<file path="config.mk">
export PLATFORM = sky130hd
export DESIGN_NAME = alu_share_ctrl_flat
export DESIGN_NICKNAME = d
export VERILOG_FILES = /design/src/rtl/alu_share_if.sv /design/src/rtl/alu_share_ctrl.sv /design/src/flat_wrapper.sv
export SDC_FILE = /design/constraint.sdc
export NUM_CORES = 1
export LEC_CHECK = 0
export CAP_MARGIN = 20
export CORE_MARGIN = 5
export CORE_UTILIZATION = 37
export DETAILED_ROUTE_END_ITERATION = 8
export PLACE_DENSITY_LB_ADDON = 0.05
export SYNTH_ARGS = -nofsm -noshare
export SYNTH_HDL_FRONTEND = slang
export SYNTH_SLANG_ARGS = --single-unit
</file>
<file path="constraint.sdc">
create_clock -name clk -period 1.3 [get_ports clk]
set_clock_uncertainty 0.05 [all_clocks]
set_input_delay 0.26 -clock clk [delete_from_list [all_inputs] [get_ports clk]]
set_output_delay 0.26 -clock clk [all_outputs]
set_load 0.01 [all_outputs]
</file>
<file path="src/rtl/alu_share_if.sv">
// alu_share_if: requester, ALU, response and flag signals of the shared ALU controller
interface alu_share_if #(parameter int WIDTH = 16, parameter int OPW = 4);
  logic req0_valid, req0_ready;
  logic [OPW-1:0] req0_op;
  logic [WIDTH-1:0] req0_a, req0_b;
  logic req1_valid, req1_ready;
  logic [OPW-1:0] req1_op;
  logic [WIDTH-1:0] req1_a, req1_b;
  logic [OPW-1:0] alu_op;
  logic [WIDTH-1:0] alu_in1, alu_in2, alu_out;
  logic alu_err;
  logic rsp_valid, rsp_ready, rsp_src, rsp_err;
  logic [WIDTH-1:0] rsp_data;
  logic flag_n, flag_z, flag_v;
  modport slave (
    input req0_valid, req0_op, req0_a, req0_b, req1_valid, req1_op, req1_a, req1_b,
    input alu_out, alu_err, rsp_ready,
    output req0_ready, req1_ready, alu_op, alu_in1, alu_in2,
    output rsp_valid, rsp_src, rsp_data, rsp_err, flag_n, flag_z, flag_v
  );
  modport master (
    output req0_valid, req0_op, req0_a, req0_b, req1_valid, req1_op, req1_a, req1_b,
    output alu_out, alu_err, rsp_ready,
    input req0_ready, req1_ready, alu_op, alu_in1, alu_in2,
    input rsp_valid, rsp_src, rsp_data, rsp_err, flag_n, flag_z, flag_v
  );
endinterface

</file>
<file path="src/rtl/alu_share_ctrl.sv">
// alu_share_ctrl: round-robin sharing of one ALU between two requesters with N/Z/V flags
module alu_share_ctrl #(
  parameter int WIDTH = 16,
  parameter int OPW = 4
) (
  input logic clk,
  input logic rst,
  alu_share_if.slave bus
);
  typedef enum logic [1:0] {IDLE, EXEC, RESP} state_t;
  state_t state, state_nx;
  logic last_grant, src_r, gnt1, take, ill, upd_nv, upd_z;
  logic [OPW-1:0] op_r;
  logic [WIDTH-1:0] a_r, b_r, data_r;
  logic src_o, err_r, n_r, z_r, v_r;
  // arbitration, next state and ALU/response drive
  always_comb begin
    gnt1 = bus.req1_valid && (!bus.req0_valid || !last_grant);
    take = (state == IDLE) && (bus.req0_valid || bus.req1_valid);
    ill = op_r[OPW-1];
    upd_nv = !ill && op_r[2:1] == 2'b00;
    upd_z = !ill && op_r[1:0] != 2'b11;
    state_nx = take ? EXEC : state == EXEC ? RESP : (state == RESP && bus.rsp_ready) ? IDLE : state;
    bus.req0_ready = (state == IDLE) && bus.req0_valid && !gnt1;
    bus.req1_ready = (state == IDLE) && gnt1;
    bus.alu_op = state == EXEC ? op_r : '0;
    bus.alu_in1 = state == EXEC ? a_r : '0;
    bus.alu_in2 = state == EXEC ? b_r : '0;
    bus.rsp_valid = state == RESP;
    bus.rsp_src = src_o;
    bus.rsp_data = data_r;
    bus.rsp_err = err_r;
    bus.flag_n = n_r;
    bus.flag_z = z_r;
    bus.flag_v = v_r;
  end
  // state, operand latch on grant, result and flag capture at the end of EXEC
  always_ff @(posedge clk) begin
    if (rst) begin
      state <= IDLE;
      last_grant <= 1'b1;
      src_r <= 1'b0;
      op_r <= '0;
      a_r <= '0;
      b_r <= '0;
      data_r <= '0;
      src_o <= 1'b0;
      err_r <= 1'b0;
      n_r <= 1'b0;
      z_r <= 1'b0;
      v_r <= 1'b0;
    end else begin
      state <= state_nx;
      if (take) begin
        op_r <= gnt1 ? bus.req1_op : bus.req0_op;
        a_r <= gnt1 ? bus.req1_a : bus.req0_a;
        b_r <= gnt1 ? bus.req1_b : bus.req0_b;
        src_r <= gnt1;
        last_grant <= gnt1;
      end
      if (state == EXEC) begin
        data_r <= ill ? '0 : bus.alu_out;
        src_o <= src_r;
        err_r <= ill;
        if (upd_nv) begin
          n_r <= bus.alu_out[WIDTH-1];
          v_r <= bus.alu_err;
        end
        if (upd_z) z_r <= bus.alu_out == '0;
      end
    end
  end
endmodule

</file>
<file path="src/flat_wrapper.sv">
// flat-port wrapper written by rule: the top's interface ports become plain ports
module alu_share_ctrl_flat 
#(
  parameter int WIDTH = 16,
  parameter int OPW = 4
)
  (clk, rst, bus_req0_valid, bus_req0_op, bus_req0_a, bus_req0_b, bus_req1_valid, bus_req1_op, bus_req1_a, bus_req1_b, bus_alu_out, bus_alu_err, bus_rsp_ready, bus_req0_ready, bus_req1_ready, bus_alu_op, bus_alu_in1, bus_alu_in2, bus_rsp_valid, bus_rsp_src, bus_rsp_data, bus_rsp_err, bus_flag_n, bus_flag_z, bus_flag_v);
  alu_share_if #(.WIDTH(WIDTH), .OPW(OPW)) bus_i ();
  input logic clk;
  input logic rst;
  input wire logic [$bits(bus_i.req0_valid)-1:0] bus_req0_valid;
  input wire logic [$bits(bus_i.req0_op)-1:0] bus_req0_op;
  input wire logic [$bits(bus_i.req0_a)-1:0] bus_req0_a;
  input wire logic [$bits(bus_i.req0_b)-1:0] bus_req0_b;
  input wire logic [$bits(bus_i.req1_valid)-1:0] bus_req1_valid;
  input wire logic [$bits(bus_i.req1_op)-1:0] bus_req1_op;
  input wire logic [$bits(bus_i.req1_a)-1:0] bus_req1_a;
  input wire logic [$bits(bus_i.req1_b)-1:0] bus_req1_b;
  input wire logic [$bits(bus_i.alu_out)-1:0] bus_alu_out;
  input wire logic [$bits(bus_i.alu_err)-1:0] bus_alu_err;
  input wire logic [$bits(bus_i.rsp_ready)-1:0] bus_rsp_ready;
  output wire logic [$bits(bus_i.req0_ready)-1:0] bus_req0_ready;
  output wire logic [$bits(bus_i.req1_ready)-1:0] bus_req1_ready;
  output wire logic [$bits(bus_i.alu_op)-1:0] bus_alu_op;
  output wire logic [$bits(bus_i.alu_in1)-1:0] bus_alu_in1;
  output wire logic [$bits(bus_i.alu_in2)-1:0] bus_alu_in2;
  output wire logic [$bits(bus_i.rsp_valid)-1:0] bus_rsp_valid;
  output wire logic [$bits(bus_i.rsp_src)-1:0] bus_rsp_src;
  output wire logic [$bits(bus_i.rsp_data)-1:0] bus_rsp_data;
  output wire logic [$bits(bus_i.rsp_err)-1:0] bus_rsp_err;
  output wire logic [$bits(bus_i.flag_n)-1:0] bus_flag_n;
  output wire logic [$bits(bus_i.flag_z)-1:0] bus_flag_z;
  output wire logic [$bits(bus_i.flag_v)-1:0] bus_flag_v;
  assign bus_i.req0_valid = bus_req0_valid;
  assign bus_i.req0_op = bus_req0_op;
  assign bus_i.req0_a = bus_req0_a;
  assign bus_i.req0_b = bus_req0_b;
  assign bus_i.req1_valid = bus_req1_valid;
  assign bus_i.req1_op = bus_req1_op;
  assign bus_i.req1_a = bus_req1_a;
  assign bus_i.req1_b = bus_req1_b;
  assign bus_i.alu_out = bus_alu_out;
  assign bus_i.alu_err = bus_alu_err;
  assign bus_i.rsp_ready = bus_rsp_ready;
  assign bus_req0_ready = bus_i.req0_ready;
  assign bus_req1_ready = bus_i.req1_ready;
  assign bus_alu_op = bus_i.alu_op;
  assign bus_alu_in1 = bus_i.alu_in1;
  assign bus_alu_in2 = bus_i.alu_in2;
  assign bus_rsp_valid = bus_i.rsp_valid;
  assign bus_rsp_src = bus_i.rsp_src;
  assign bus_rsp_data = bus_i.rsp_data;
  assign bus_rsp_err = bus_i.rsp_err;
  assign bus_flag_n = bus_i.flag_n;
  assign bus_flag_z = bus_i.flag_z;
  assign bus_flag_v = bus_i.flag_v;
  alu_share_ctrl #(.WIDTH(WIDTH), .OPW(OPW)) u_core (.clk(clk), .rst(rst), .bus(bus_i));
endmodule
</file>
==> results.yml, run 1 <==
final_layout:
  fin_util_pct: 75.13
  area_growth_pct: 97.99
  antenna_cells: 0
  stdcell_area_um2: 6173
  nets: 664
  drive_above_1_share_pct: 44.70
  fin_cells: 680
route:
  viasPerCell: 5.201
  top_layer: "met4"
  dr.pass1.iters: 4
  num_vias: 3537
  ant_nets: 0
  wl_met2_um: 6540
  wl_met1_um: 4947
  drc: 0
  met3_length_um: 865
  routed_wl_um: 12630
  wl_per_cell_um: 18.57
  first_iter_violations: 94
setup_path:
  crit_top_cell: "buf_8"
  r2r-end: "u_core.b_r[1]"
  path_max_fanout: 5
  critPathLaunchType: "flip-flop"
  rrSetupSlack_ps: -220
  reg2regPathDepth: 8
  cpPeakStageDelay_ps: 320
  crit_path_top_delay_cell: "dfxtp_2"
  critPathBufInv: 4
  cp-end-kind: "output pin"
  critical_path_arrival_ps: 1410
  r2r-start: "u_core.state[0]"
  cp_top_family: "buffers and inverters"
  path_cells: "nor2b_4, buf_12, buf_8, buf_8, and2_4, buf_6"
  critPathKind: "reg2out"
  critPathRequiredTime_ps: 990
sta:
  fin_setup_tns_ps: -20030
  fmaxAchievable_mhz: 580.3
  rsz0062_at_grt: "yes"
  setup_ws_ps: -423.3
  finalHoldViolations: 0
  holdWs_ps: 317.5
  fin_crit_sh_pct: 132.6
  min_period_ps: 1723
  max_slew_margin_pct: 79.41
  finalSetupViolCount: 96
  slew_viol_final: 0
  worst_pin_slew_ps: 306.1
min_path:
  min_path_cells: 4
  holdPathEnd: "u_core.bus.flag_z"
  holdCritStartpoint: "rst"
  min_path_type: "in2reg"
grt:
  grt_overflow: 0
  grt_antenna_before_repair: 0
  grt_max_degree: 37
  grt.total_usage_pct: 23.40
  grt_pass1_wl_um: 18680
  grt_pass1_vias: 3623
flow_run:
  cap_violations: 0
yosys:
  synth.avg_cell_area_um2: 8.404
  synth_cells: 371
  synth-edff-count: 0
  synth_cell_types: 29
  async_flop_share_pct: 0
  synthFlopType: "dfxtp_1"
  mappedNetlistArea_um2: 3118
  synth-seq-area-share_pct: 39.17
  synth_fp_nets: 465
  ys_warn_count: 0
  ys_ff_latch: 61
clock_tree:
  clk_pin_slew_ps: 60
  clockBufferDepth: 2
  htreeDepth: 3
  cts.sinks: 61
  worstSkewPairLatency_ps: 340
  cts_root_buffer: "clkbuf_8"
  cts_tree: "yes"
  cts_buffers: 9
placement:
  io_buffers: 153
  hpwlAfterDp_um: 7361
  placed_area_um2: 4907
  placedCellCount: 630
  place_congestion: 0.7805
die:
  die-area_um2: 10360
  core_area_um2: 8217
  initial_core_util_pct: 37.95
  rows: 33
  die_w_um: 101.8
  dieHeight_um: 101.8
  io_pins: 154
pwr:
  peakVddDrop_mv: 0.5100
  leakagePower_uw: 0.002520
  powerDensity_nw_per_um2: 1051
outcome:
  violations: "negative setup slack"
  outcome: "finished, violations left"
-- per-stage QoR --
stage / power, uW / setup slack (ps)
floorplan: 3049 / 5.169
global placement: 3811 / -852.4
detailed placement: 3837 / -858.1
CTS: 6328 / -421.8
global route: 6739 / -474.1
finish: 6489 / -423.3
-- flip-flops by register name (all words and copies together) (netlist names) --
register / cells
u_core.a_r: 16
u_core.b_r: 16
u_core.bus.rsp_data: 16
u_core.op_r: 4
u_core.state: 2
u_core.bus.flag_n: 1
u_core.bus.flag_v: 1
u_core.bus.flag_z: 1
u_core.bus.rsp_err: 1
u_core.bus.rsp_src: 1
u_core.last_grant: 1
u_core.src_r: 1
-- timing repair --
action	CTS	global route
setup endpoints to repair	120	106
buffers inserted	19	8
pin swaps	47	46
gates cloned	15	2
hold buffers	0	0
gates resized for setup	309	85
-- layout by cell type, fill, tap and decap left out, types with 7 or more instances in the layout --
master	count
dlygate4sd2_1	13
and2_4	21
a21oi_2	23
dfxtp_1	57
buf_8	10
buf_12	17
clkdlybuf4s15_1	8
nand2_1	67
a21oi_1	32
buf_6	33
clkbuf_8	12
nand2_4	7
nand2_2	21
buf_2	18
clkdlybuf4s50_1	90
nand3b_1	16
and2_1	16
buf_16	8
buf_4	23
a311oi_2	35
-- where the power goes --
group / total, uW / internal, uW / switching, uW
Sequential: 2190 / 2070 / 121
Combinational: 2480 / 1410 / 1070
Clock: 1820 / 1040 / 774
-- Yosys cell counts, types with 2 or more instances --
master / n / area, um^2
and2_1: 37 / 231.5
nor4_1: 3 / 18.77
a311oi_1: 6 / 52.55
inv_1: 3 / 11.26
buf_4: 2 / 15.01
nor2_1: 5 / 18.77
dfxtp_1: 61 / 1221
a21oi_1: 58 / 290.3
nor2b_1: 3 / 18.77
buf_2: 13 / 65.06
nand3_1: 3 / 15.01
nand3b_1: 16 / 120.1
o41ai_1: 2 / 17.52
buf_6: 4 / 45.04
nor3_1: 2 / 10.01
nand2_1: 95 / 356.6
a311oi_2: 30 / 450.4
clkbuf_1: 17 / 63.81
-- final cells by class --
cell class / count / area (um^2)
repair buffers: 224 / 2500
multi-input cells: 271 / 2093
fillers: 607 / 2043
flip-flops and latches: 61 / 1226
clock buffers: 13 / 168.9
well taps: 105 / 131.4
clock inverters: 3 / 42.54
inverters: 3 / 11.26
-- worst max-delay path by stage --
stage,startpoint,to,slack (ps),cells past startpoint
4_1_cts,u_core.state[0],bus_alu_op[1],-420,6
2_1_floorplan,u_core.last_grant,bus_req1_ready,5,3
6_report,u_core.state[0],bus_alu_op[0],-420,6
3_5_place_dp,bus_req0_valid,bus_req1_ready,-860,5
3_3_place_gp,bus_req0_valid,bus_req1_ready,-850,5
5_1_grt,u_core.state[0],bus_alu_op[0],-470,6
-- cells by family after synthesis --
kind of cell	share of synthesized area, %
buf+inv	6.420
simple gates	26.24
compound gates	28.17
flops	39.17
-- metal layers --
| metal | vias to the layer above | global-route usage, % |
|---|---|---|
| met5 | - | 0 |
| met4 | 0 | 8.793 |
| met3 | 19 | 7.920 |
| met2 | 112 | 41.10 |
| met1 | 1700 | 26.11 |
| li1 | 1706 | - |
-- worst register-to-register path: cells and delay by family (launching register included) --
kind | cells | cell delay, ps
simple gates | 1 | 150
flops | 1 | 320
buf+inv | 5 | 610
compound gates | 2 | 310
Note: power is estimated with default switching activity, not from simulation.
==> run 2: changes to the inputs <==
- ABC_CLOCK_PERIOD_IN_PS: default -> 1300
- CELL_PAD_IN_SITES_DETAIL_PLACEMENT: default -> 1
- CELL_PAD_IN_SITES_GLOBAL_PLACEMENT: default -> 1
- CORE_UTILIZATION: 37 -> 26
- MAX_ROUTING_LAYER: default -> met4
==> results.yml, run 2 (same netlist as run 1, synthesis figures left out) <==
setup_path:
  path_max_fanout: 7
  reg2regPathDepth: 6
  cpPeakStageDelay_ps: 330
  r2r-end: "u_core.last_grant"
  critPathRequiredTime_ps: 990
  critPathLaunchType: "flip-flop"
  rrSetupSlack_ps: -260
  crit_path_top_delay_cell: "dfxtp_2"
  r2r-start: "u_core.state[0]"
  path_cells: "nor2b_4, buf_12, clkbuf_16, and2_4, buf_6"
  cp-end-kind: "output pin"
  crit_end: "bus_alu_in2[11]"
  critPathKind: "reg2out"
  setup.worst_path.start: "u_core.state[0]"
  critical_path_arrival_ps: 1390
sta:
  fin_crit_sh_pct: 130.5
  setup_ws_ps: -397.0
  max_slew_margin_pct: 79.17
  finalHoldViolations: 0
  slew_viol_final: 0
  finalSetupViolCount: 79
  fmaxAchievable_mhz: 589.3
  min_period_ps: 1697
  rsz0062_at_grt: "yes"
  fin_setup_tns_ps: -20280
  worst_pin_slew_ps: 309.5
final_layout:
  antenna_cells: 0
  stdcell_area_um2: 6162
  nets: 669
  final_common_cell: "clkdlybuf4s50_1"
  drive_above_1_share_pct: 38.86
  nFillCells: 1331
  final_cell_mix: "clkdlybuf4s50_1 (90), nand2_1 (81), dfxtp_1 (58), a21oi_1 (54), buf_6 (43)"
  area_growth_pct: 97.63
route:
  viasPerCell: 4.861
  num_vias: 3529
  wl_per_cell_um: 18.69
  routed_wl_um: 13570
  ant_nets: 0
  first_iter_violations: 92
  dr.pass1.iters: 4
  drc: 0
grt:
  grt_overflow: 0
  grt_antenna_before_repair: 0
  grt_pass1_wl_um: 21360
  grt_pass1_vias: 3965
  grt.total_usage_pct: 19.59
  grt_max_degree: 37
pwr:
  leakagePower_uw: 0.002547
  comb_power_share_pct: 35.1
  peakVddDrop_mv: 0.5089
  swShare_pct: 29.41
  p_sw_uw: 1975
  p_int_uw: 4739
  powerDensity_nw_per_um2: 1089
  clockPowerShare_pct: 32.5
  seqPwrFrac_pct: 32.4
die:
  die_w_um: 119.5
  rows: 40
  die-area_um2: 14280
  core_area_um2: 11860
  io_pins: 154
  dieHeight_um: 119.5
  initial_core_util_pct: 26.29
placement:
  placed_area_um2: 5010
  hpwlAfterDp_um: 8793
  io_buffers: 153
  place_congestion: 0.7134
clock_tree:
  htreeDepth: 3
  cts.sinks: 61
  cts_root_buffer: "clkbuf_16"
  clk_pin_slew_ps: 50
  cts_buffers: 9
  cts_tree: "yes"
  worstSkewPairLatency_ps: 330
  clockBufferDepth: 2
min_path:
  min_path_type: "in2reg"
outcome:
  violations: "negative setup slack"
  outcome: "finished, violations left"
flow_run:
  cap_violations: 0
-- run 2: area by class of cell --
class / count / area, um^2 / area share [%]
repair buffers: 229 / 2546 / 41.32
multi-input cells: 271 / 1927 / 31.27
flip-flops and latches: 61 / 1227 / 19.92
clock buffers: 10 / 239.0 / 3.878
well taps: 147 / 183.9 / 2.985
clock inverters: 5 / 27.53 / 0.4467
inverters: 3 / 11.26 / 0.1827
-- run 2: layer usage --
metal  part of all wire (%)  vias up  global-route usage [%]
met3                    5.0       11                   4.854
met5                      0        -                       -
met1                     42     1715                   22.63
li1                       -     1716                       -
met2                     52       87                   34.00
met4                   0.93        0                   5.297
-- run 2: worst min path at each step --
stage                               to  slack, ps  depth (start not counted)                    from
2_1_floorplan        u_core.bus.flag_n        360                          2         bus_alu_out[15]
3_3_place_gp    u_core.bus.rsp_data[1]        390                          2  u_core.bus.rsp_data[1]
3_5_place_dp    u_core.bus.rsp_data[1]        400                          2  u_core.bus.rsp_data[1]
4_1_cts        u_core.bus.rsp_data[10]        220                          2                     rst
5_1_grt        u_core.bus.rsp_data[10]        240                          2                     rst
6_report       u_core.bus.rsp_data[14]        220                          2                     rst
-- run 2: critical path, delay by kind of cell, from the launching register on --
kind | cells | cell delay (ps)
buf+inv | 3 | 400
flops | 1 | 330
simple gates | 2 | 310
-- run 2: what timing repair did --
item | 4_1_cts | 5_1_grt
gates resized for setup | 271 | 68
endpoints found under the setup margin | 118 | 102
setup buffers | 18 | 7
hold buffers | 0 | 0
cloned | 11 | 2
pin swaps | 18 | 41
-- run 2: power groups by stage --
stage	clock, uW	combinational, uW	sequential [uW]
final	2180	2360	2180
after global routing	2330	2520	2200
after CTS	2230	2200	2170
after detailed placement	0	1720	2200
after global placement	0	1690	2190
after floorplan	0	842	2210
-- run 2: through the flow --
step / hold WS, ps / worst slack, ps / std cells / utilization (%) / power (uW)
2_1_floorplan: 357.6 / 5.169 / 371 / - / 3049
3_3_place_gp: 389.6 / -907.6 / 677 / 42.24 / 3880
3_5_place_dp: 398.7 / -909.0 / 677 / 42.24 / 3918
4_1_cts: 218.7 / -389.4 / 719 / 49.16 / 6602
5_1_grt: 243.5 / -446.8 / 726 / 51.95 / 7057
6_report: 216.0 / -397.0 / 726 / 51.95 / 6713
